## src/rtl/vga_pkg.sv

```systemverilog
// VGA 640x480@60 timing constants, phase encoding and colour helpers.
// Shared by the raster counters and the pixel output stage.
package vga_pkg;

  localparam int VGA_H_VISIBLE = 640;
  localparam int VGA_H_FRONT   = 16;
  localparam int VGA_H_SYNC    = 96;
  localparam int VGA_H_BACK    = 48;
  localparam int VGA_V_VISIBLE = 480;
  localparam int VGA_V_FRONT   = 10;
  localparam int VGA_V_SYNC    = 2;
  localparam int VGA_V_BACK    = 33;

  localparam int H_TOTAL = VGA_H_VISIBLE + VGA_H_FRONT
                         + VGA_H_SYNC + VGA_H_BACK;
  localparam int V_TOTAL = VGA_V_VISIBLE + VGA_V_FRONT
                         + VGA_V_SYNC + VGA_V_BACK;

  typedef enum logic [1:0] {
    VISIBLE,
    FRONT,
    SYNC,
    BACK
  } vga_phase_t;

  typedef logic [7:0] color_t;

  localparam color_t COLOR_BLACK  = 8'h00;
  localparam color_t COLOR_YELLOW = 8'hFC;

  function automatic vga_phase_t next_phase(vga_phase_t p);
    vga_phase_t n;
    n = VISIBLE;
    unique case (p)
      VISIBLE: n = FRONT;
      FRONT:   n = SYNC;
      SYNC:    n = BACK;
      BACK:    n = VISIBLE;
    endcase
    return n;
  endfunction

endpackage

```

## src/rtl/vga_axis_counter.sv

```systemverilog
// One raster axis: position counter plus VISIBLE/FRONT/SYNC/BACK phase FSM.
// Advances only when adv is high; wrap flags the last count of the axis.
module vga_axis_counter
  import vga_pkg::*;
#(
  parameter int VIS_LEN   = 640,
  parameter int FRONT_LEN = 16,
  parameter int SYNC_LEN  = 96,
  parameter int BACK_LEN  = 48
) (
  input  logic       clk,
  input  logic       rst_n,
  input  logic       adv,
  output logic [9:0] count,
  output vga_phase_t phase,
  output logic       wrap
);

  localparam int TOTAL = VIS_LEN + FRONT_LEN
                       + SYNC_LEN + BACK_LEN;

  logic [9:0] pcnt;
  logic [9:0] plen;

  always_comb begin
    plen = 10'(VIS_LEN);
    unique case (phase)
      VISIBLE: plen = 10'(VIS_LEN);
      FRONT:   plen = 10'(FRONT_LEN);
      SYNC:    plen = 10'(SYNC_LEN);
      BACK:    plen = 10'(BACK_LEN);
    endcase
  end

  assign wrap = adv && (count == 10'(TOTAL - 1));

  // Phase lengths sum to TOTAL, so the FSM re-enters VISIBLE on wrap.
  always_ff @(posedge clk or negedge rst_n) begin
    if (!rst_n) begin
      count <= '0;
      pcnt  <= '0;
      phase <= VISIBLE;
    end else if (adv) begin
      count <= wrap ? '0 : count + 10'd1;
      if (pcnt == plen - 10'd1) begin
        pcnt  <= '0;
        phase <= next_phase(phase);
      end else begin
        pcnt <= pcnt + 10'd1;
      end
    end
  end

endmodule

```

## src/rtl/vga_controller.sv

```systemverilog
// VGA raster generator: pixel divider, H/V axis counters, registered
// DAC/sync pins one pixel behind xpos/ypos, and a frame_start pulse.
module vga_controller
  import vga_pkg::*;
#(
  parameter int CLK_DIV   = 2,
  parameter int H_VISIBLE = VGA_H_VISIBLE,
  parameter int H_FRONT   = VGA_H_FRONT,
  parameter int H_SYNC    = VGA_H_SYNC,
  parameter int H_BACK    = VGA_H_BACK,
  parameter int V_VISIBLE = VGA_V_VISIBLE,
  parameter int V_FRONT   = VGA_V_FRONT,
  parameter int V_SYNC    = VGA_V_SYNC,
  parameter int V_BACK    = VGA_V_BACK
) (
  input  logic       clk,
  input  logic       rst_n,
  input  color_t     color,
  output logic [8:0] xpos,
  output logic [8:0] ypos,
  output logic       active,
  output logic [2:0] vga_r,
  output logic [2:0] vga_g,
  output logic [1:0] vga_b,
  output logic       hsync_n,
  output logic       vsync_n,
  output logic       frame_start
);

  localparam int DW = (CLK_DIV > 1) ? $clog2(CLK_DIV) : 1;

  logic [DW-1:0] div;
  logic          pix_tick;
  logic [9:0]    hcount;
  logic [9:0]    vcount;
  vga_phase_t    hphase;
  vga_phase_t    vphase;
  logic          h_wrap;
  logic          unused_v_wrap;

  assign pix_tick = (div == DW'(CLK_DIV - 1));

  always_ff @(posedge clk or negedge rst_n) begin
    if (!rst_n) begin
      div <= '0;
    end else begin
      div <= pix_tick ? '0 : div + DW'(1);
    end
  end

  vga_axis_counter #(
    .VIS_LEN   (H_VISIBLE),
    .FRONT_LEN (H_FRONT),
    .SYNC_LEN  (H_SYNC),
    .BACK_LEN  (H_BACK)
  ) u_h (
    .clk   (clk),
    .rst_n (rst_n),
    .adv   (pix_tick),
    .count (hcount),
    .phase (hphase),
    .wrap  (h_wrap)
  );

  vga_axis_counter #(
    .VIS_LEN   (V_VISIBLE),
    .FRONT_LEN (V_FRONT),
    .SYNC_LEN  (V_SYNC),
    .BACK_LEN  (V_BACK)
  ) u_v (
    .clk   (clk),
    .rst_n (rst_n),
    .adv   (h_wrap),
    .count (vcount),
    .phase (vphase),
    .wrap  (unused_v_wrap)
  );

  assign xpos   = hcount[9:1];
  assign ypos   = vcount[9:1];
  assign active = (hcount < 10'(H_VISIBLE))
               && (vcount < 10'(V_VISIBLE));

  // Pins sample the current pixel at its closing tick.
  always_ff @(posedge clk or negedge rst_n) begin
    if (!rst_n) begin
      vga_r       <= '0;
      vga_g       <= '0;
      vga_b       <= '0;
      hsync_n     <= 1'b1;
      vsync_n     <= 1'b1;
      frame_start <= 1'b0;
    end else begin
      frame_start <= h_wrap
                  && (vcount == 10'(V_VISIBLE - 1));
      if (pix_tick) begin
        {vga_r, vga_g, vga_b} <= active ? color : COLOR_BLACK;
        hsync_n <= (hphase != SYNC);
        vsync_n <= (vphase != SYNC);
      end
    end
  end

endmodule

```

## config.mk

```make
export PLATFORM = sky130hd
export DESIGN_NAME = vga_controller
export DESIGN_NICKNAME = d
export VERILOG_FILES = /design/src/rtl/vga_pkg.sv /design/src/rtl/vga_axis_counter.sv /design/src/rtl/vga_controller.sv
export SDC_FILE = /design/constraint.sdc
export NUM_CORES = 1
export LEC_CHECK = 0
export ABC_AREA = 1
export BUFFER_PORTS_ARGS = -buffer_cell sky130_fd_sc_hd__buf_2
export CAP_MARGIN = 20
export CORE_MARGIN = 2
export CORE_UTILIZATION = 45
export CTS_CLUSTER_DIAMETER = 40
export DETAILED_ROUTE_END_ITERATION = 8
export SYNTH_ARGS = -nofsm -noshare
export SYNTH_HDL_FRONTEND = slang
export SYNTH_SLANG_ARGS = --single-unit
```

## constraint.sdc

```tcl
create_clock -name clk -period 2.22 [get_ports clk]
set_clock_uncertainty 0.05 [all_clocks]
set_input_delay 0.333 -clock clk [delete_from_list [all_inputs] [get_ports clk]]
set_output_delay 0.333 -clock clk [all_outputs]
set_load 0.02 [all_outputs]
```

* After elaboration in Yosys (flattened, before gate mapping)
Index checks and enable logic that the tools add are counted.
** Cells by class
- Multipliers :: 0
- Reductions and logical operators :: 8
- Order comparisons :: 2
- Shift-type cells :: 0
- Equal/unequal tests :: 13
- Multiplexer cells :: 10
- Bitwise operators :: 0
- Divide/modulo/power cells :: 0
- Add/sub/neg operators :: 7
** Operator list (number)
- 10-bit case mux with 4 select lines :: 2
- 10-bit by 1-bit adder with 10-bit output (second input constant) :: 4
- 10-bit 2-to-1 mux :: 4
- 10-bit == test :: 2
- 10-bit == test (second input constant) :: 2
- 10-bit by 1-bit subtractor with 10-bit output (second input constant) :: 2
- 2-bit case mux with 4 select lines :: 2
- 10-bit by 9-bit == test with 1-bit output (second input constant) :: 1
- 10-bit < comparator (second input constant) :: 1
- 10-bit by 9-bit < comparator with 1-bit output (second input constant) :: 1
- 2-bit == test (second input constant) :: 4
- 8-bit 2-to-1 mux :: 1
- 2-bit by 1-bit == test with 1-bit output (second input constant) :: 2
- 1-bit logical AND :: 4
- 2-bit logical NOT :: 2
- 2-bit != test (second input constant) :: 2
- 2-bit AND reduction :: 2
- 1-bit adder (second input constant) :: 1
- 1-bit 2-to-1 mux :: 1
** Storage, ports and cells
- RAM bits :: 0
- Flip-flop bits (word level) :: 56
- Memory bits (read-only) :: 0
- Output and inout bits :: 30
- Bits in latches :: 0
- Memories kept :: 0

* Depth between registers and ports, before layout
Gate-level depths: netlist (run 1).
- Word-level depth :: 5
- Mapped depth :: 12
- Mapped depth without buffers :: 12

* Hierarchy
From an unflattened synthesis (run 1), not the netlist that was laid out.
** Unflattened totals
- Cell total of the unflattened synthesis :: 508
- Area total of the unflattened synthesis :: 3614.7 µm²
** Modules (own cells, without submodules)
- vga_axis_counter at u_v :: cells each 238, instances 1, area each 1632.8 µm², seq. area each 550.5 µm²
- vga_axis_counter at u_h :: cells each 195, instances 1, area each 1382.6 µm², seq. area each 550.5 µm²
- vga_controller :: cells each 75, instances 1, area each 599.3 µm², seq. area each 302.8 µm²

* Least setup slack after synthesis (run 1)
OpenSTA, ideal clock, no wires.
- Kind :: reg-to-reg
- Start :: reg u_h.phase[0]
- End :: reg u_h.pcnt[0]
- Library setup time :: 0.120 ns
- Setup slack :: 0.598 ns
- Data arrival time :: 1.452 ns
- Stages on the path, launching flop included :: 10
- Cell sequence :: dfrtp_1 inv_1 ha_1 nor2_1 nand2_1 xor2_1 nor2_1 nand2_2 inv_2 nor2_1
** On the way
- Longest elaborated chain between the ends :: 5
- Elaborated cells on any way between the ends :: 8
- Classes of those cells :: add/sub (1); eq/ne (4); mux (2); reduce/logical (1)
** Ends and longest elaborated chain
- start: declaration :: line vga_axis_counter.sv:15 : output vga_phase_t phase,
- start signal: assignment :: line vga_axis_counter.sv:47 : phase <= next_phase(phase);
- 2-bit == test (tied with other cells) :: line vga_axis_counter.sv:27 : unique case (phase)
- 10-bit case mux with 4 select lines * :: line vga_axis_counter.sv:27
- 10-bit by 1-bit subtractor with 10-bit output * :: line vga_axis_counter.sv:45 : if (pcnt == plen - 10'd1) begin
- 10-bit == test * :: line vga_axis_counter.sv:45
- 10-bit 2-to-1 mux * :: line vga_axis_counter.sv:45
- end signal: assignment :: line vga_axis_counter.sv:49 : pcnt <= pcnt + 10'd1;
- end: declaration :: line vga_axis_counter.sv:22 : logic [9:0] pcnt;
Mark *: on every way between the ends. The rest lies on a longest branch, timed or not. The select of a mux whose other input is x is not followed.
A chain may end at the register's enable or synchronous reset.

* Final worst setup path (run 1)
- Start :: reg u_v.phase[1]
- End :: reg u_v.pcnt[9]
** On the way
- Longest elaborated chain between the ends :: 5
- Elaborated cells on any way between the ends :: 8
- Classes of those cells :: add/sub (1); eq/ne (4); mux (2); reduce/logical (1)
** Ends and longest elaborated chain (line)
- start: declaration :: vga_axis_counter.sv:15
- start signal: assignment :: vga_axis_counter.sv:47
- 2-bit == test (tied with other cells) :: vga_axis_counter.sv:27
- 10-bit case mux with 4 select lines * :: vga_axis_counter.sv:27
- 10-bit by 1-bit subtractor with 10-bit output * :: vga_axis_counter.sv:45
- 10-bit == test * :: vga_axis_counter.sv:45
- 10-bit 2-to-1 mux * :: vga_axis_counter.sv:45
- end signal: assignment :: vga_axis_counter.sv:49
- end: declaration :: vga_axis_counter.sv:22
Marked as above.

==> impl_metrics.json, run 1 <==
{
  "status": "finished clean",
  "setup_viol": 0,
  "yosys_warnings": 0,
  "synth_top_area_share_pct": 37.4,
  "critPathRequiredTime_ns": 2.37,
  "grt-ovfl-total": 0,
  "cts_buffers": 5,
  "drc_errors": 0,
  "multi_input_area_sq_um": 1790,
  "cts-resized-gates": 0,
  "async_flop_share_pct": 100,
  "std_cell_rows": 32,
  "insertion_delay_ns": 0.30,
  "worst_pin_slew_ns": 0.472,
  "cts_htree_levels": 2,
  "antenna_left": 0,
  "post-route-util_pct": 50.5,
  "yosysTopAreaCell": "dfrtp_1",
  "die_area_sq_um": 8770,
  "layout-drive-gt1-share_pct": 16.1,
  "synth.cell_area_sq_um": 3610,
  "synth_seq_cells": 56,
  "dp_hpwl_mm": 5.52,
  "r2r_setup_slack_ns": 0.27,
  "rr_worst_depth": 11,
  "slew_violations": 0,
  "synth.distinct_cells": 37,
  "layout_commonest_cell": "nand2_1",
  "grt_pass1_wl_mm": 12.4,
  "dp.cells": 607,
  "antenna_found_initial": 0,
  "min_period_over_period_pct": 88.0,
  "grt_max_degree": 44,
  "synth_ff_type": "dfrtp_1",
  "crit_type": "reg -> reg",
  "synthToLayoutAreaGrowth_pct": 8.55,
  "routed_wl_mm": 7.17,
  "fin_tns_setup_ns": 0,
  "period_minus_slack_ns": 1.95,
  "clockRootBuffer": "clkbuf_8",
  "wl_met2_mm": 3.47,
  "cpPeakStageDelay_ns": 0.46,
  "drt-pass1-iter-count": 4,
  "p_per_area_nw_per_um2": 444,
  "cts_tree": "built",
  "startpoint_type": "flip-flop",
  "worst-path-max-fanout": 8,
  "drv_cap": 0,
  "cts_buffer_depth": 2,
  "mostFrequentLayoutCells": "nand2_1 (140), inv_1 (60), dfrtp_1 (54)",
  "vias_per_cell": 4.79,
  "ir_drop_v": 0.000287,
  "fin_area_sq_um": 3920,
  "dr_wl_met3_um": 310,
  "top_layer": "met4",
  "min_path_cells": 3,
  "core_sq_um": 7770,
  "cp_top_family": "simple AND/OR/NAND/NOR gates",
  "seq_area_frac_synth_pct": 38.8,
  "nFillCells": 768,
  "wl_per_cell_um": 11.6,
  "initial_utilization_pct": 46.5,
  "slew_headroom_pct": 68.6,
  "portBuffers": 39,
  "synth-edff-count": 0,
  "clock.fmax_mhz": 512,
  "place_congestion": 0.843,
  "syn_area_per_cell_sq_um": 7.45,
  "wl_met1_mm": 3.34,
  "path_depth": 11,
  "path_buf_inv": 2,
  "slowest_stage": "dfrtp_1",
  "synth.area.top_cells": "dfrtp_1 (37%), nand2_1 (15%), inv_1 (6.2%), ha_1 (5.5%), nand3_1 (5.4%)",
  "synth_cells": 485,
  "seqCellArea_sq_um": 1400,
  "leakage_nw": 2.06,
  "rsz0062_at_grt": "no",
  "cp_data_arrival_time_ns": 2.10,
  "antenna_cells": 0,
  "hold_class": "in -> reg",
  "cts.sinks": 56,
  "first_iter_violations": 81,
  "dpl-instance-area_sq_um": 3810,
  "hold_violations": 0,
  "dieWidth_um": 93.6,
  "crit_path_frequent_cell": "nand2_1",
  "die_height_um": 93.6,
  "cts_setup_buffers": 0,
  "ctsHoldBuffers": 1,
  "grt_pass1_vias": 2828,
  "instances_no_fill": 616,
  "synth_nets": 511,
  "crit_path_end_kind": "flip-flop",
  "via_count": 2953,
  "pin_count": 40,
  "path_cells": "inv_1, ha_1, inv_2, nand2_1, nand2_1, nor2_1, nand2_1, nor2_2, nand2_2, nand3_1, nand2_1",
  "grt_usage_pct": 17.4,
  "clk_pin_slew_ns": 0.10,
  "final_nets": 539
}
[power breakdown]
| part | internal (mW) | switching, mW | total, mW |
|---|---|---|---|
| sequential | 1.03 | 0.00383 | 1.03 |
| combinational | 0.0187 | 0.0364 | 0.0551 |
| clock | 0.336 | 0.320 | 0.655 |
| total | 1.38 | 0.360 | 1.74 |
[path summary, 6_finish.rpt]
kind,start,end
max,u_v.phase[1],u_v.pcnt[9]
min,color[7],vga_r[2]
max reg2reg,u_v.phase[1],u_v.pcnt[9]
min reg2reg,vga_r[2],vga_r[2]
max in group asynchronous,rst_n,hsync_n
min in group asynchronous,rst_n,frame_start
[cell type report]
type | instances | area share, %
clock buffer | 6 | 1.85
timing repair buffer | 46 | 6.70
sequential | 56 | 35.8
tap | 102 | 3.25
multi-input combinational | 341 | 45.5
clock inverter | 2 | 0.893
inverter | 63 | 6.03
[flip-flops by register name, indices dropped and copies added (netlist names)]
signal / flops
hsync_n: 1
vga_b: 2
vga_r: 3
vga_g: 3
u_v.count: 10
u_v.phase: 2
u_h.pcnt: 10
vsync_n: 1
u_h.phase: 2
u_v.pcnt: 10
frame_start: 1
div: 1
u_h.count: 10
[synthesized netlist by cell type (2+ instances only)]
cell type	n
o21ai_1	2
nand2_1	140
dfstp_2	2
o21ai_0	19
a21oi_1	8
nand3_1	39
nor2_1	49
nand2_2	5
nor2_2	7
or2_2	2
nor3_1	5
xor2_1	16
xnor2_1	4
nor3_2	2
ha_1	16
o21ai_2	2
nand4_1	9
nand3_2	2
buf_4	19
buf_6	3
inv_2	3
nor2_4	3
and2_1	2
dfrtp_1	54
inv_1	60
[per-stage QoR]
| step | hold WS (ns) | setup WS (ns) | power, mW |
|---|---|---|---|
| final | 0.227 | 0.267 | 1.74 |
| after global placement | 0.198 | 0.305 | 1.11 |
| after CTS | 0.219 | 0.268 | 1.77 |
| after global routing | 0.220 | 0.0297 | 1.81 |
| after detailed placement | 0.208 | 0.293 | 1.11 |
| after floorplan | -0.0126 | 0.598 | 1.07 |
[worst register-to-register path: stages, from the launching register on]
cell     delay (ns)
dfrtp_1        0.46
inv_1          0.13
ha_1           0.34
inv_2          0.11
nand2_1        0.09
nand2_1        0.05
nor2_1         0.09
nand2_1        0.07
nor2_2         0.20
nand2_2        0.12
nand3_1        0.09
nand2_1        0.06
[metal layers]
metal	GRT usage (%)	vias to the layer above
met5	0	-
met4	3.62	0
met3	2.98	2
met2	31.4	56
met1	22.0	1345
li1	-	1550
[cells by family after synthesis]
group,count (synthesis),share of synthesized area [%]
simple gates,270,33.6
buf+inv,88,11.8
flops,56,38.8
compound gates,34,5.09
xor+xnor,20,4.85
fa+ha+maj,16,5.54
mux,1,0.277
Note: power is estimated with default switching activity, not from simulation.
==> inputs of run 2 (changes only) <==
--- a/config.mk
+++ b/config.mk
@@ -10,6 +10,7 @@
 export CAP_MARGIN = 20
 export CORE_MARGIN = 2
 export CORE_UTILIZATION = 45
+export CTS_BUF_LIST = sky130_fd_sc_hd__clkbuf_8
 export CTS_CLUSTER_DIAMETER = 40
 export DETAILED_ROUTE_END_ITERATION = 8
 export SYNTH_ARGS = -nofsm -noshare
==> impl_metrics.json, run 2 (same netlist as run 1, synthesis figures left out) <==
{
  "grt_util_met1_pct": 22.0,
  "antenna_cells": 0,
  "initial_utilization_pct": 46.5,
  "final.setup.worst_slack_ns": 0.267,
  "fin_tns_setup_ns": 0,
  "clk_pin_slew_ns": 0.10,
  "use_met3_pct": 2.98,
  "drv_cap": 0,
  "pre_cts_slack_ns": 0.293,
  "dp_hpwl_mm": 5.52,
  "cts_buffer_depth": 2,
  "antenna_found_initial": 0,
  "die_height_um": 93.6,
  "layout-drive-gt1-share_pct": 16.1,
  "drc_errors": 0,
  "setup_viol": 0,
  "layout_commonest_cell": "nand2_1",
  "p_per_area_nw_per_um2": 443,
  "hold_class": "in -> reg",
  "total_power_mw": 1.74,
  "cts.sinks": 56,
  "reg2reg_to": "u_v.pcnt[9]",
  "leakage_nw": 2.06,
  "r2r_setup_slack_ns": 0.27,
  "std_cell_rows": 32,
  "multi_input_area_sq_um": 1790,
  "die_area_sq_um": 8770,
  "min_period_over_period_pct": 88.0,
  "grt_pass1_wl_mm": 12.4,
  "critPathRequiredTime_ns": 2.37,
  "worst-path-max-fanout": 8,
  "ir_drop_v": 0.000287,
  "hold_violations": 0,
  "crit_path_end_kind": "flip-flop",
  "routed_wl_mm": 7.17,
  "clockRootBuffer": "clkbuf_8",
  "status": "finished clean",
  "seqCellArea_sq_um": 1400,
  "period_minus_slack_ns": 1.95,
  "mostFrequentLayoutCells": "nand2_1 (140), inv_1 (61), dfrtp_1 (54)",
  "via_count": 2953,
  "min_path_cells": 3,
  "nFillCells": 768,
  "pin_count": 40,
  "grt_usage_pct": 17.4,
  "cts-resized-gates": 0,
  "final_nets": 539,
  "worst_pin_slew_ns": 0.472,
  "grt_pass1_vias": 2828,
  "dieWidth_um": 93.6,
  "holdWs_ns": 0.227,
  "portBuffers": 39,
  "grt-ovfl-total": 0,
  "crit_type": "reg -> reg",
  "core_sq_um": 7770,
  "slew_violations": 0,
  "rr_worst_depth": 11,
  "startpoint_type": "flip-flop",
  "slew_headroom_pct": 68.5,
  "wl_per_cell_um": 11.6,
  "fin_area_sq_um": 3920,
  "cts_htree_levels": 2,
  "rsz0062_at_grt": "no",
  "clock.fmax_mhz": 512,
  "synthToLayoutAreaGrowth_pct": 8.55,
  "cts_buffers": 5,
  "dpl-instance-area_sq_um": 3810,
  "insertion_delay_ns": 0.30,
  "regToRegStartpoint": "u_v.phase[1]",
  "busiest_layer": "met2",
  "antenna_left": 0,
  "grt_max_degree": 44,
  "min_to": "vga_r[2]",
  "place_congestion": 0.843,
  "first_iter_violations": 81,
  "met2_usage_pct": 31.4,
  "cp_data_arrival_time_ns": 2.10,
  "cts_tree": "built",
  "min_from": "color[7]",
  "vias_per_cell": 4.79,
  "drt-pass1-iter-count": 4
}
run 2: metal layers:
metal  up-vias  part of all wire, %
met5         -                    0
met1      1345                   47
met3         2                  4.3
li1       1550                    -
met4         0                 0.66
met2        56                   48
run 2: worst max-delay path by stage:
stage                       end  depth (start not counted)    startpoint  slack [ns]
floorplan           u_h.pcnt[0]                          9  u_h.phase[0]        0.60
global placement    u_v.pcnt[1]                         11  u_v.phase[1]        0.31
detailed placement  u_v.pcnt[9]                         11  u_v.phase[1]        0.29
CTS                 u_v.pcnt[9]                         11  u_v.phase[1]        0.27
global route        u_v.pcnt[6]                         11  u_v.phase[1]        0.03
finish              u_v.pcnt[9]                         11  u_v.phase[1]        0.27
run 2: stage by stage:
stage	util (%)	std cells
final	50.5	616
after global routing	50.5	616
after CTS	50.5	616
after detailed placement	49.0	607
after global placement	49.0	607
after floorplan	-	485
run 2: timing repair:
action,4_1_cts,5_1_grt
setup buffers,0,0
endpoints found under the hold margin,13,0
hold buffers,1,0
run 2: worst max-delay path: stages (launching register included):
cell and delay, ns:
dfrtp_1 0.46, inv_1 0.13, ha_1 0.34, inv_2 0.11
nand2_1 0.09, nand2_1 0.05, nor2_1 0.09, nand2_1 0.07
nor2_2 0.20, nand2_2 0.12, nand3_1 0.09, nand2_1 0.06
run 2: final cells by class:
class | instances | share of cell area [%]
tap | 102 | 3.25
sequential | 56 | 35.8
timing repair buffer | 46 | 6.70
inverter | 63 | 6.03
clock inverter | 3 | 0.989
clock buffer | 5 | 1.75
multi-input combinational | 341 | 45.5
run 2: where the power goes:
part / switching (mW) / total, mW / internal, mW
clock network: 0.320 / 0.651 / 0.331
registers: 0.00383 / 1.03 / 1.03
logic: 0.0364 / 0.0551 / 0.0187
total: 0.360 / 1.74 / 1.38
